<file path="src/rtl/key_event.sv">
// key_event: press/release/long-press event unit for a debounced active-low key, Wishbone registers.
// Define KEY_EVENT_IRQ_EN to implement the CTRL enables and the o_irq line (otherwise CTRL reads 0, o_irq = 0).
module key_event #(
  parameter int ASIZE     = 2,
  parameter int DSIZE     = 8,
  parameter int PRESC_DIV = 100000,
  parameter int LONG_DEF  = 100
) (
  input  logic             i_clk,
  input  logic             i_rst_n,
  input  logic [ASIZE-1:0] i_wb_adr,
  input  logic             i_wb_stb,
  input  logic             i_wb_we,
  input  logic [DSIZE-1:0] i_wb_dat,
  input  logic             i_key_n,
  output logic             o_wb_ack,
  output logic [DSIZE-1:0] o_wb_dat,
  output logic             o_irq
);

  // state   | meaning
  // IDLE    | key released, waiting for a press
  // PRESSED | key held, duration being timed
  // LONG    | key held, long press already flagged
  typedef enum logic [1:0] {IDLE, PRESSED, LONG} state_t;

  localparam int               PW         = $clog2(PRESC_DIV);
  localparam logic [PW-1:0]    PRESC_TOP  = PW'(PRESC_DIV - 1);
  localparam logic [DSIZE-1:0] DUR_MAX    = '1;

  state_t           state, state_nxt;
  logic             key_q, armed, press_q, rel_q;
  logic [PW-1:0]    presc;
  logic             tick;
  logic [DSIZE-1:0] dur, dur_inc, long_thr, last_dur, rd_data;
  logic [2:0]       st_flags, ev_set, ctrl;
  logic             st_ovf, ovf_hit;
  logic [3:0]       w1c;
  logic             rd_en, wr_en;

  assign rd_en   = i_wb_stb & ~o_wb_ack;
  assign wr_en   = rd_en & i_wb_we;
  assign w1c     = (wr_en && i_wb_adr == ASIZE'(0)) ? i_wb_dat[3:0] : 4'b0;
  assign tick    = (presc == '0);
  assign dur_inc = (tick && dur != DUR_MAX) ? dur + 1'b1 : dur;

  // A key held through reset must be released once before a press counts.
  always_ff @(posedge i_clk or negedge i_rst_n) begin
    if (!i_rst_n) begin
      key_q   <= 1'b1;
      armed   <= 1'b0;
      press_q <= 1'b0;
      rel_q   <= 1'b0;
    end else begin
      key_q   <= i_key_n;
      armed   <= armed | i_key_n;
      press_q <= key_q & ~i_key_n & armed;
      rel_q   <= ~key_q & i_key_n;
    end
  end

  always_ff @(posedge i_clk or negedge i_rst_n) begin
    if (!i_rst_n) state <= IDLE;
    else          state <= state_nxt;
  end

  always_comb begin
    state_nxt = state;
    ev_set    = 3'b0;
    case (state)
      IDLE: begin
        if (press_q) begin
          state_nxt = PRESSED;
          ev_set[0] = 1'b1;
        end
      end
      PRESSED: begin
        if (rel_q) begin
          state_nxt = IDLE;
          ev_set[1] = 1'b1;
        end else if (long_thr != '0 && dur == long_thr) begin
          state_nxt = LONG;
          ev_set[2] = 1'b1;
        end
      end
      LONG: begin
        if (rel_q) begin
          state_nxt = IDLE;
          ev_set[1] = 1'b1;
        end
      end
      default: state_nxt = IDLE;
    endcase
  end

  // Down-counting prescaler; reloading on press puts the first tick PRESC_DIV clocks later.
  always_ff @(posedge i_clk or negedge i_rst_n) begin
    if (!i_rst_n) begin
      presc    <= '0;
      dur      <= '0;
      last_dur <= '0;
    end else begin
      if (ev_set[0] || tick) presc <= PRESC_TOP;
      else                   presc <= presc - 1'b1;
      if (ev_set[0])          dur <= '0;
      else if (state != IDLE) dur <= dur_inc;
      if (ev_set[1]) last_dur <= dur_inc;
    end
  end

  assign ovf_hit = |(ev_set & st_flags & ~w1c[2:0]);

  always_ff @(posedge i_clk or negedge i_rst_n) begin
    if (!i_rst_n) begin
      st_flags <= 3'b0;
      st_ovf   <= 1'b0;
      long_thr <= DSIZE'(LONG_DEF);
    end else begin
      st_flags <= (st_flags & ~w1c[2:0]) | ev_set;
      st_ovf   <= (st_ovf & ~w1c[3]) | ovf_hit;
      if (wr_en && i_wb_adr == ASIZE'(2)) long_thr <= i_wb_dat;
    end
  end

`ifdef KEY_EVENT_IRQ_EN
  always_ff @(posedge i_clk or negedge i_rst_n) begin
    if (!i_rst_n)                            ctrl <= 3'b0;
    else if (wr_en && i_wb_adr == ASIZE'(1)) ctrl <= i_wb_dat[2:0];
  end
  assign o_irq = |(st_flags & ctrl);
`else
  assign ctrl  = 3'b0;
  assign o_irq = 1'b0;
`endif

  always_comb begin
    rd_data = '0;
    case (i_wb_adr)
      ASIZE'(0): rd_data[4:0] = {state != IDLE, st_ovf, st_flags};
      ASIZE'(1): rd_data[2:0] = ctrl;
      ASIZE'(2): rd_data      = long_thr;
      ASIZE'(3): rd_data      = last_dur;
      default:   rd_data      = '0;
    endcase
  end

  always_ff @(posedge i_clk or negedge i_rst_n) begin
    if (!i_rst_n) begin
      o_wb_ack <= 1'b0;
      o_wb_dat <= '0;
    end else begin
      o_wb_ack <= rd_en;
      if (rd_en) o_wb_dat <= rd_data;
    end
  end

endmodule

</file>
<file path="config.mk">
export PLATFORM = sky130hd
export DESIGN_NAME = key_event
export DESIGN_NICKNAME = d
export VERILOG_FILES = /design/src/rtl/key_event.sv
export SDC_FILE = /design/constraint.sdc
export NUM_CORES = 1
export LEC_CHECK = 0
export BUFFER_PORTS_ARGS = -buffer_cell sky130_fd_sc_hd__clkbuf_2
export CORE_ASPECT_RATIO = 1.5
export CORE_MARGIN = 2
export CORE_UTILIZATION = 35
export DETAILED_ROUTE_END_ITERATION = 8
export GPL_TIMING_DRIVEN = 0
export MAX_ROUTING_LAYER = met4
export PLACE_DENSITY_LB_ADDON = 0.15
export SYNTH_ARGS = -nofsm -noshare
export SYNTH_HDL_FRONTEND = slang
export SYNTH_SLANG_ARGS = --single-unit
</file>
<file path="constraint.sdc">
create_clock -name i_clk -period 4.7 [get_ports i_clk]
set_input_delay 0.705 -clock i_clk [delete_from_list [all_inputs] [get_ports i_clk]]
set_output_delay 0.705 -clock i_clk [all_outputs]
set_load 0.01 [all_outputs]
</file>
* Yosys cells after proc, flatten, opt, wreduce, memory -nomap -nowiden
Index checks and enable logic that the tools add are counted.
** Cells by class
- Equality and inequality tests :: 10
- Reductions and logical operators :: 14
- Multiplexer cells :: 20
- Bitwise gates (word level) :: 17
- Add/sub/neg operators :: 2
** Operator list (count)
- two-way mux 8 bit :: 3
- logical NOT 17 bit :: 1
- two-way mux 17 bit :: 1
- subtractor 17 x 1 -> 17 bit (second input constant) :: 1
- case mux 2 bit (3 select lines) :: 2
- case mux 3 bit (4 select lines) :: 1
- AND 3 bit :: 3
- adder 8 x 1 -> 8 bit (second input constant) :: 1
- equality test 8 bit :: 1
- two-way mux 2 bit :: 4
- inequality test 8 bit (second input constant) :: 1
- nonzero test 8 bit :: 1
- two-way mux 1 bit :: 7
- AND 1 bit :: 6
- equality test 2 bit (second input constant) :: 3
- case mux 3 bit (2 select lines) :: 1
- equality test 2 x 1 -> 1 bit (second input constant) :: 2
- logical AND 1 bit :: 4
- logical NOT 2 bit :: 2
- two-way mux 4 bit :: 1
- inequality test 2 bit (second input constant) :: 2
- NOT 1 bit :: 4
- nonzero test 2 bit :: 2
- inequality test 3 bit (second input constant) :: 1
- other kinds (7) :: 8
** Word-level totals
- Flip-flop bits (word level) :: 60
- Output and inout port bits :: 10

* Logic depth before layout (Yosys ltp)
Gate-level depths: netlist (run 1).
- Depth after elaboration :: 9
- Depth in mapped cells :: 8
- Gate-level depth less buffers :: 7

* Worst setup path after synthesis (run 1)
OpenSTA, ideal clock, no wires.
- Path kind :: input to register
- Start point :: in i_wb_stb
- End point :: reg long_thr[0]
- Cell stages on the path :: 6
- Arrival :: 1.734 ns
- Slack :: 2.841 ns
- Data required time :: 4.575 ns
- Cell sequence :: nand2b_1 > clkbuf_1 > inv_2 > and4b_1 > buf_2 > mux2_2
** On the way
- Longest elaborated chain between the ends :: 3
** Ends and longest elaborated chain
- from (decl) :: RTL line 12 : input logic i_wb_stb,
- AND 1 bit :: RTL line 41 : assign rd_en = i_wb_stb & ~o_wb_ack;
- net rd_en :: RTL line 39 : logic rd_en, wr_en;
- AND 1 bit :: RTL line 42 : assign wr_en = rd_en & i_wb_we;
- logical AND 1 bit :: RTL line 121 : if (wr_en && i_wb_adr == ASIZE'(2)) long_thr <= i_wb_dat;
- to (signal assigned) :: RTL line 117 : long_thr <= DSIZE'(LONG_DEF);
- to (signal assigned) :: RTL line 121
- to (decl) :: RTL line 35 : logic [DSIZE-1:0] dur, dur_inc, long_thr, last_dur, rd_data;
The timed path passes the listed nets, and every way through them passes these cells.
A chain may end at the register's enable or synchronous reset.

* Worst setup path after layout (run 1)
- Start point :: reg dur[0]
- End point :: reg state[0]
** On the way
- Longest elaborated chain between the ends :: 4
** Ends and longest elaborated chain
- from (decl) :: RTL line 35
- from (signal assigned) :: RTL line 106 : else if (state != IDLE) dur <= dur_inc;
- equality test 8 bit :: RTL line 81 : end else if (long_thr != '0 && dur == long_thr) begin
- logical AND 1 bit :: RTL line 81
- inequality test 3 bit (no line)
- AND reduction 3 bit (no line)
- to (signal assigned) :: RTL line 64 : else state <= state_nxt;
- to (decl) :: RTL line 31 : state_t state, state_nxt;
No other way between the ends.

==> results.py, run 1 <==
metrics = {
    "outcome": {
        "status": "finished clean",
    },
    "synth": {
        "synth_compound_area_share_pct": 9.805,
        "yosys_warnings": 0,
        "synth-xor-area-share_pct": 7.254,
        "synthesis.nets": 323,
        "synth_ff_type": "dfrtp_1",
        "synthAdderAreaFrac_pct": 2.790,
        "muxShareOfSynthArea_pct": 6.935,
        "synthSimpleGateAreaFrac_pct": 21.84,
        "synth_top_family_by_area": "simple AND/OR/NAND/NOR gates",
        "synth_edf_count": 0,
        "netlist_area_mm2": 0.003139,
        "synth.distinct_cells": 56,
        "avgSynthCellArea_um2": 10.43,
        "synth_seq_cells": 60,
        "synthArstFlopShare_pct": 100.0,
        "ys_seq_area_share_pct": 47.99,
        "synth_cells": 301,
    },
    "timing": {
        "max_freq_mhz": 485.1,
        "fin_crit_ps": 2061,
        "post-route-period-util_pct": 43.86,
        "relSlewSlack_pct": 44.26,
        "tns_ps": 0,
        "rsz0062_at_grt": "no",
        "slew_violations": 0,
        "tightest_slew_ps": 836.1,
        "hold_viol": 0,
        "finalSetupViolCount": 0,
        "clock_skew_ps": 6.674,
    },
    "power_and_ir_drop": {
        "power_density_mw_per_mm2": 426.3,
        "p_comb_share_pct": 19.3,
        "p_total_mw": 1.555,
        "p_leak_nw": 1.537,
        "switching_power_uw": 475.4,
        "vdd_drop_max_v": 0.0002267,
        "seq_power_share_pct": 43.3,
        "p_int_mw": 1.079,
        "clock_power_share_pct": 37.4,
        "switching_share_pct": 30.58,
    },
    "global_route": {
        "track_usage_pct": 15.58,
        "grt_max_degree": 61,
        "grt_pass1_vias": 2225,
        "overflow": 0,
        "grt_pass1_wl_um": 10980,
        "grt_antenna_before_repair": 0,
    },
    "floorplanning": {
        "fp.coreArea_mm2": 0.008776,
        "initial_core_util_pct": 35.77,
        "die_y_um": 120.0,
        "die_w_um": 81.33,
        "die_area_mm2": 0.009758,
        "io_pins": 25,
        "rows": 42,
    },
    "cts": {
        "cts.repair.resized": 0,
        "cts_hold_buf": 0,
        "cts-root-buf": "clkbuf_16",
        "cts_setup_buffers": 0,
        "cts_buffers": 9,
        "cts_tree": "yes",
        "cts.path.max_buffers": 2,
        "clk_pin_slew_worst_paths_ps": 50,
        "clk_latency_ps": 330,
        "cts_max_level": 3,
        "cts.sinks": 60,
    },
    "finish": {
        "fin_util_pct": 41.56,
        "stdcell_area_mm2": 0.003647,
        "area_delta_synth_final_pct": 16.18,
        "instances_no_fill": 448,
        "num_antenna_cells": 0,
        "final_common_cell": "dfrtp_1",
        "final_layout_size_suffix_gt1_share_pct": 21.30,
        "finalNetCount": 356,
        "layout_common_cells": "dfrtp_1 (56), nand2_1 (44), nor2_1 (25)",
    },
    "critical_path": {
        "worst-r2r-setup-slack_ps": 2640,
        "cp-startpoint": "dur[0]$_DFFE_PN0P_",
        "crit_chain": "clkbuf_1, inv_1, a2111oi_2, o211ai_1, a31oi_1, mux2_1",
        "path_class": "reg2reg",
        "cpPeakStageDelay_ps": 360,
        "cp-start-kind": "register",
        "endpoint": "state[0]$_DFFE_PN0P_",
        "worstPathRequired_ps": 4910,
        "ff2ff_path_depth": 6,
        "timing.rr.start": "dur[0]$_DFFE_PN0P_",
        "cpMaxStageDelayCell": "a2111oi_2",
        "r2r-end": "state[0]$_DFFE_PN0P_",
        "endpoint_kind": "register",
        "worstPathMaxFanout": 7,
        "arrival_ps": 2270,
    },
    "detailed_routing": {
        "ant_nets": 0,
        "vias": 2241,
        "drc_errors": 0,
        "via_per_inst": 5.002,
        "post_drt_wl_per_cell_um": 14.98,
        "drt_iter0_drc": 90,
        "first_pass_iters": 4,
        "totalWireLength_um": 6712,
    },
    "place": {
        "dp.cells": 433,
        "place_congestion": 0.7617,
        "placed_area_mm2": 0.003390,
        "port_buffers": 22,
        "hpwl_um": 4910,
    },
    "worst_hold_path": {
        "holdPathStages": 1,
        "min_path_type": "reg2reg",
    },
    "run": {
        "maxCapViolations": 0,
    },
}
stage by stage:
step,hold WS (ps),setup slack (ps)
floorplan,409.4,2841
global route,475.8,2462
CTS,461.2,2614
finish,458.1,2639
detailed placement,449.8,2482
global placement,449.1,2509
synth_stat cells (2+ instances only):
cell type,number,area share [%]
nor3_1,7,1.1
o21ai_1,9,1.4
o21ai_0,9,1.4
nor4b_2,3,1.4
o311ai_1,3,0.84
dfrtp_1,56,45
xnor2_1,13,3.6
nor2_1,25,3.0
nor2b_1,2,0.40
o41ai_1,2,0.56
o211ai_1,2,0.48
buf_4,2,0.48
mux2i_1,6,1.9
nor4_4,3,2.0
nor4_2,4,1.6
nand2b_1,3,0.60
or3_1,2,0.40
clkbuf_1,6,0.72
and3_1,2,0.40
a21oi_1,4,0.64
buf_2,4,0.64
nand3_1,6,0.96
nor4_1,3,0.60
a221oi_1,4,1.1
xor2_1,13,3.6
a31oi_1,2,0.40
mux2_2,13,4.7
dfstp_2,4,3.3
nor3b_1,2,0.48
ha_1,7,2.8
inv_1,10,1.2
nand4_1,3,0.60
nand2_1,44,5.3
cells by family after synthesis:
| family | Yosys count |
|---|---|
| simple gates | 118 |
| other cells | 1 |
| buf+inv | 24 |
| fa+ha+maj | 7 |
| mux | 20 |
| flops | 60 |
| compound gates | 45 |
| xor+xnor | 26 |
flip-flops by register name (all words and copies together), names as in the netlist, 2 cells and up:
register / count
long_thr: 8
state: 2
st_flags: 3
dur: 8
o_wb_dat: 8
presc: 17
last_dur: 8
layout make-up:
cell class | instances | area [um^2]
buffer | 13 | 61.31
clock buffer | 15 | 257.7
fill | 855 | 5129
inverter | 11 | 41.29
multi-input combinational | 217 | 1530
sequential | 60 | 1506
tap | 110 | 137.6
timing repair buffer | 22 | 112.6
power by group through the flow:
| stage | Sequential (mW) | Clock [mW] | Combinational (mW) |
|---|---|---|---|
| finish | 0.673 | 0.581 | 0.300 |
| global placement | 0.681 | 0 | 0.302 |
| detailed placement | 0.682 | 0 | 0.305 |
| floorplan | 0.663 | 0 | 0.210 |
| global route | 0.683 | 0.617 | 0.344 |
| CTS | 0.674 | 0.597 | 0.307 |
critical path, delay by kind of cell, from the launching register on:
family	cells	cell delay (ps)
buffers and inverters	2	390
flip-flops	1	340
multiplexers	1	340
AO/OA/AOI/OAI	3	850
worst min-delay path by stage:
stage	slack [ps]	end	from
6_report	460	armed$_DFF_PN0_	armed$_DFF_PN0_
5_1_grt	480	armed$_DFF_PN0_	armed$_DFF_PN0_
4_1_cts	460	armed$_DFF_PN0_	armed$_DFF_PN0_
3_5_place_dp	450	armed$_DFF_PN0_	armed$_DFF_PN0_
3_3_place_gp	450	armed$_DFF_PN0_	armed$_DFF_PN0_
2_1_floorplan	410	armed$_DFF_PN0_	i_rst_n
metal layers:
layer  global-route usage (%)  part of all wire, %  up-vias  routed length (um)
met4                    8.263                  2.4        0                 161
li1                         -                    -     1123                   -
met1                    16.61                   42     1075                2823
met2                    26.13                   52       33                3515
met3                    3.684                  3.1       10                 211
met5                        -                    0        -                   0
Power figures use the tool's default switching activity.
==> inputs of run 2 (changes only) <==
==> constraint.sdc (replaced) <==
create_clock -name i_clk -period 2.1 [get_ports i_clk]
set_input_delay 0.315 -clock i_clk [delete_from_list [all_inputs] [get_ports i_clk]]
set_output_delay 0.315 -clock i_clk [all_outputs]
set_load 0.01 [all_outputs]
==> run 2 against run 1 <==
Effect of this change:
- combinational power increased by 130%
- wire length about the same
- flip-flop and latch count unchanged
- cell count unchanged
- clock skew about the same
- global-route usage unchanged
- via count decreased by 0.13%
- maximum frequency increased by 5.3%
- largest cell class unchanged
- highest routed layer unchanged
==> results.py, run 2 (synthesis results as in run 1) <==
metrics = {
    "timing": {
        "clock_skew_ps": 6.519,
        "relSlewSlack_pct": 44.44,
        "rsz0062_at_grt": "yes",
        "hold_viol": 0,
        "finalSetupViolCount": 0,
        "fin_crit_ps": 1958,
        "setup_slack_ps": 142.3,
        "slew_violations": 0,
        "post-route-period-util_pct": 93.22,
        "holdWs_ps": 98.73,
        "max_freq_mhz": 510.8,
        "tightest_slew_ps": 833.4,
    },
    "finish": {
        "num_antenna_cells": 0,
        "finalNetCount": 356,
        "final_common_cell": "dfrtp_1",
        "largest_reg_flops": 17,
        "stdcell_area_mm2": 0.003675,
        "top_register": "presc",
        "final_layout_size_suffix_gt1_share_pct": 23.08,
        "area_delta_synth_final_pct": 17.06,
        "layout_common_cells": "dfrtp_1 (56), nand2_1 (44), clkbuf_2 (23), nor2_1 (23)",
    },
    "worst_hold_path": {
        "min_path_type": "in2async",
    },
    "detailed_routing": {
        "first_pass_iters": 4,
        "via_per_inst": 4.996,
        "ant_nets": 0,
        "post_drt_wl_per_cell_um": 14.99,
        "vias": 2238,
        "totalWireLength_um": 6714,
        "drc_errors": 0,
        "drt_iter0_drc": 78,
    },
    "power_and_ir_drop": {
        "clock_power_share_pct": 37.3,
        "power_density_mw_per_mm2": 951.6,
        "seq_power_share_pct": 43.2,
        "p_leak_nw": 1.548,
        "switching_power_mw": 1.072,
        "p_total_mw": 3.497,
        "p_comb_share_pct": 19.6,
        "p_int_mw": 2.425,
        "switching_share_pct": 30.65,
        "vdd_drop_max_v": 0.0005080,
    },
    "cts": {
        "cts_buffers": 9,
        "cts_max_level": 3,
        "cts_setup_buffers": 0,
        "clk_latency_ps": 330,
        "cts_tree": "yes",
        "cts-root-buf": "clkbuf_16",
        "cts.path.max_buffers": 2,
        "clk_pin_slew_worst_paths_ps": 50,
        "cts_hold_buf": 0,
        "cts.sinks": 60,
    },
    "global_route": {
        "grt_pass1_wl_um": 10980,
        "busiest_layer": "met2",
        "grt_max_degree": 61,
        "track_usage_pct": 15.58,
        "grt_use_met1_pct": 16.61,
        "grt_pass1_vias": 2225,
        "grt_antenna_before_repair": 0,
        "use_met3_pct": 3.684,
        "use_met2_pct": 26.13,
        "overflow": 0,
    },
    "critical_path": {
        "worstPathRequired_ps": 2300,
        "path_class": "reg2reg",
        "cpMaxStageDelayCell": "nor4_2",
        "worstPathMaxFanout": 6,
        "crit_chain": "nor4_2, nand2_1, or4_1, xor2_1, nand2_1",
        "arrival_ps": 2150,
        "crit_top_cell": "nand2_1",
        "critical_path_buf_inv_count": 0,
        "worst-r2r-setup-slack_ps": 140,
        "cp-start-kind": "register",
        "cpPeakStageDelay_ps": 470,
        "endpoint_kind": "register",
        "crit_family": "simple AND/OR/NAND/NOR gates",
    },
    "floorplanning": {
        "die_y_um": 120.0,
        "die_w_um": 81.33,
        "initial_core_util_pct": 35.77,
        "die_area_mm2": 0.009758,
        "fp.coreArea_mm2": 0.008776,
        "io_pins": 25,
        "rows": 42,
    },
    "place": {
        "placed_area_mm2": 0.003390,
        "port_buffers": 22,
        "dp_slack_ps": -11.32,
        "place_congestion": 0.7617,
        "hpwl_um": 4910,
    },
    "run": {
        "maxCapViolations": 0,
    },
    "outcome": {
        "status": "finished clean",
    },
}
[run 2: cell counts in the layout (fill, tap and decap cells not counted)]
No cell type changed its count.
[run 2: timing repair]
action                                  4_1_cts  5_1_grt
endpoints found under the hold margin         0        0
endpoints found under the setup margin        0       25
resized for setup                             0        9
[run 2: path summary, 6_finish.rpt]
| check | start | endpoint | cells after the start |
|---|---|---|---|
| max | presc[3]$_DFF_PN0_ | presc[9]$_DFF_PN0_ | 5 |
| min | i_rst_n | o_wb_dat[0]$_DFFE_PN0N_ | 1 |
| max reg2reg | presc[3]$_DFF_PN0_ | presc[9]$_DFF_PN0_ | 5 |
| min reg2reg | armed$_DFF_PN0_ | armed$_DFF_PN0_ | 1 |
| max in group asynchronous | i_rst_n | o_wb_dat[5]$_DFFE_PN0N_ | 1 |
| min in group i_clk | i_key_n | key_q$_DFF_PN1_ | 1 |
[run 2: final cells by class]
class	count	area [um^2]
Buffer	13	63.81
Sequential cell	60	1506
Fill cell	859	5101
Tap cell	110	137.6
Multi-Input combinational cell	217	1555
Inverter	11	41.29
Timing Repair Buffer	22	112.6
Clock buffer	15	257.7
[run 2: routing by layer]
metal / wire, um / share of wire [%]
met3: 205 / 3.1
met4: 166 / 2.5
met2: 3506 / 52
met1: 2835 / 42
met5: 0 / 0
[run 2: metrics by stage]
step	setup TNS [ps]	utilization (%)	instances
6_report	0	41.87	448
5_1_grt	-0.2511	41.87	448
4_1_cts	0	41.56	448
3_5_place_dp	-11.32	38.62	433
3_3_place_gp	0	38.59	433
2_1_floorplan	0	-	301
[run 2: power by group through the flow]
stage / Combinational [mW] / Sequential, mW / Clock, mW
floorplan: 0.470 / 1.48 / 0
global placement: 0.675 / 1.52 / 0
detailed placement: 0.682 / 1.53 / 0
CTS: 0.687 / 1.51 / 1.34
global route: 0.785 / 1.53 / 1.38
finish: 0.684 / 1.51 / 1.30
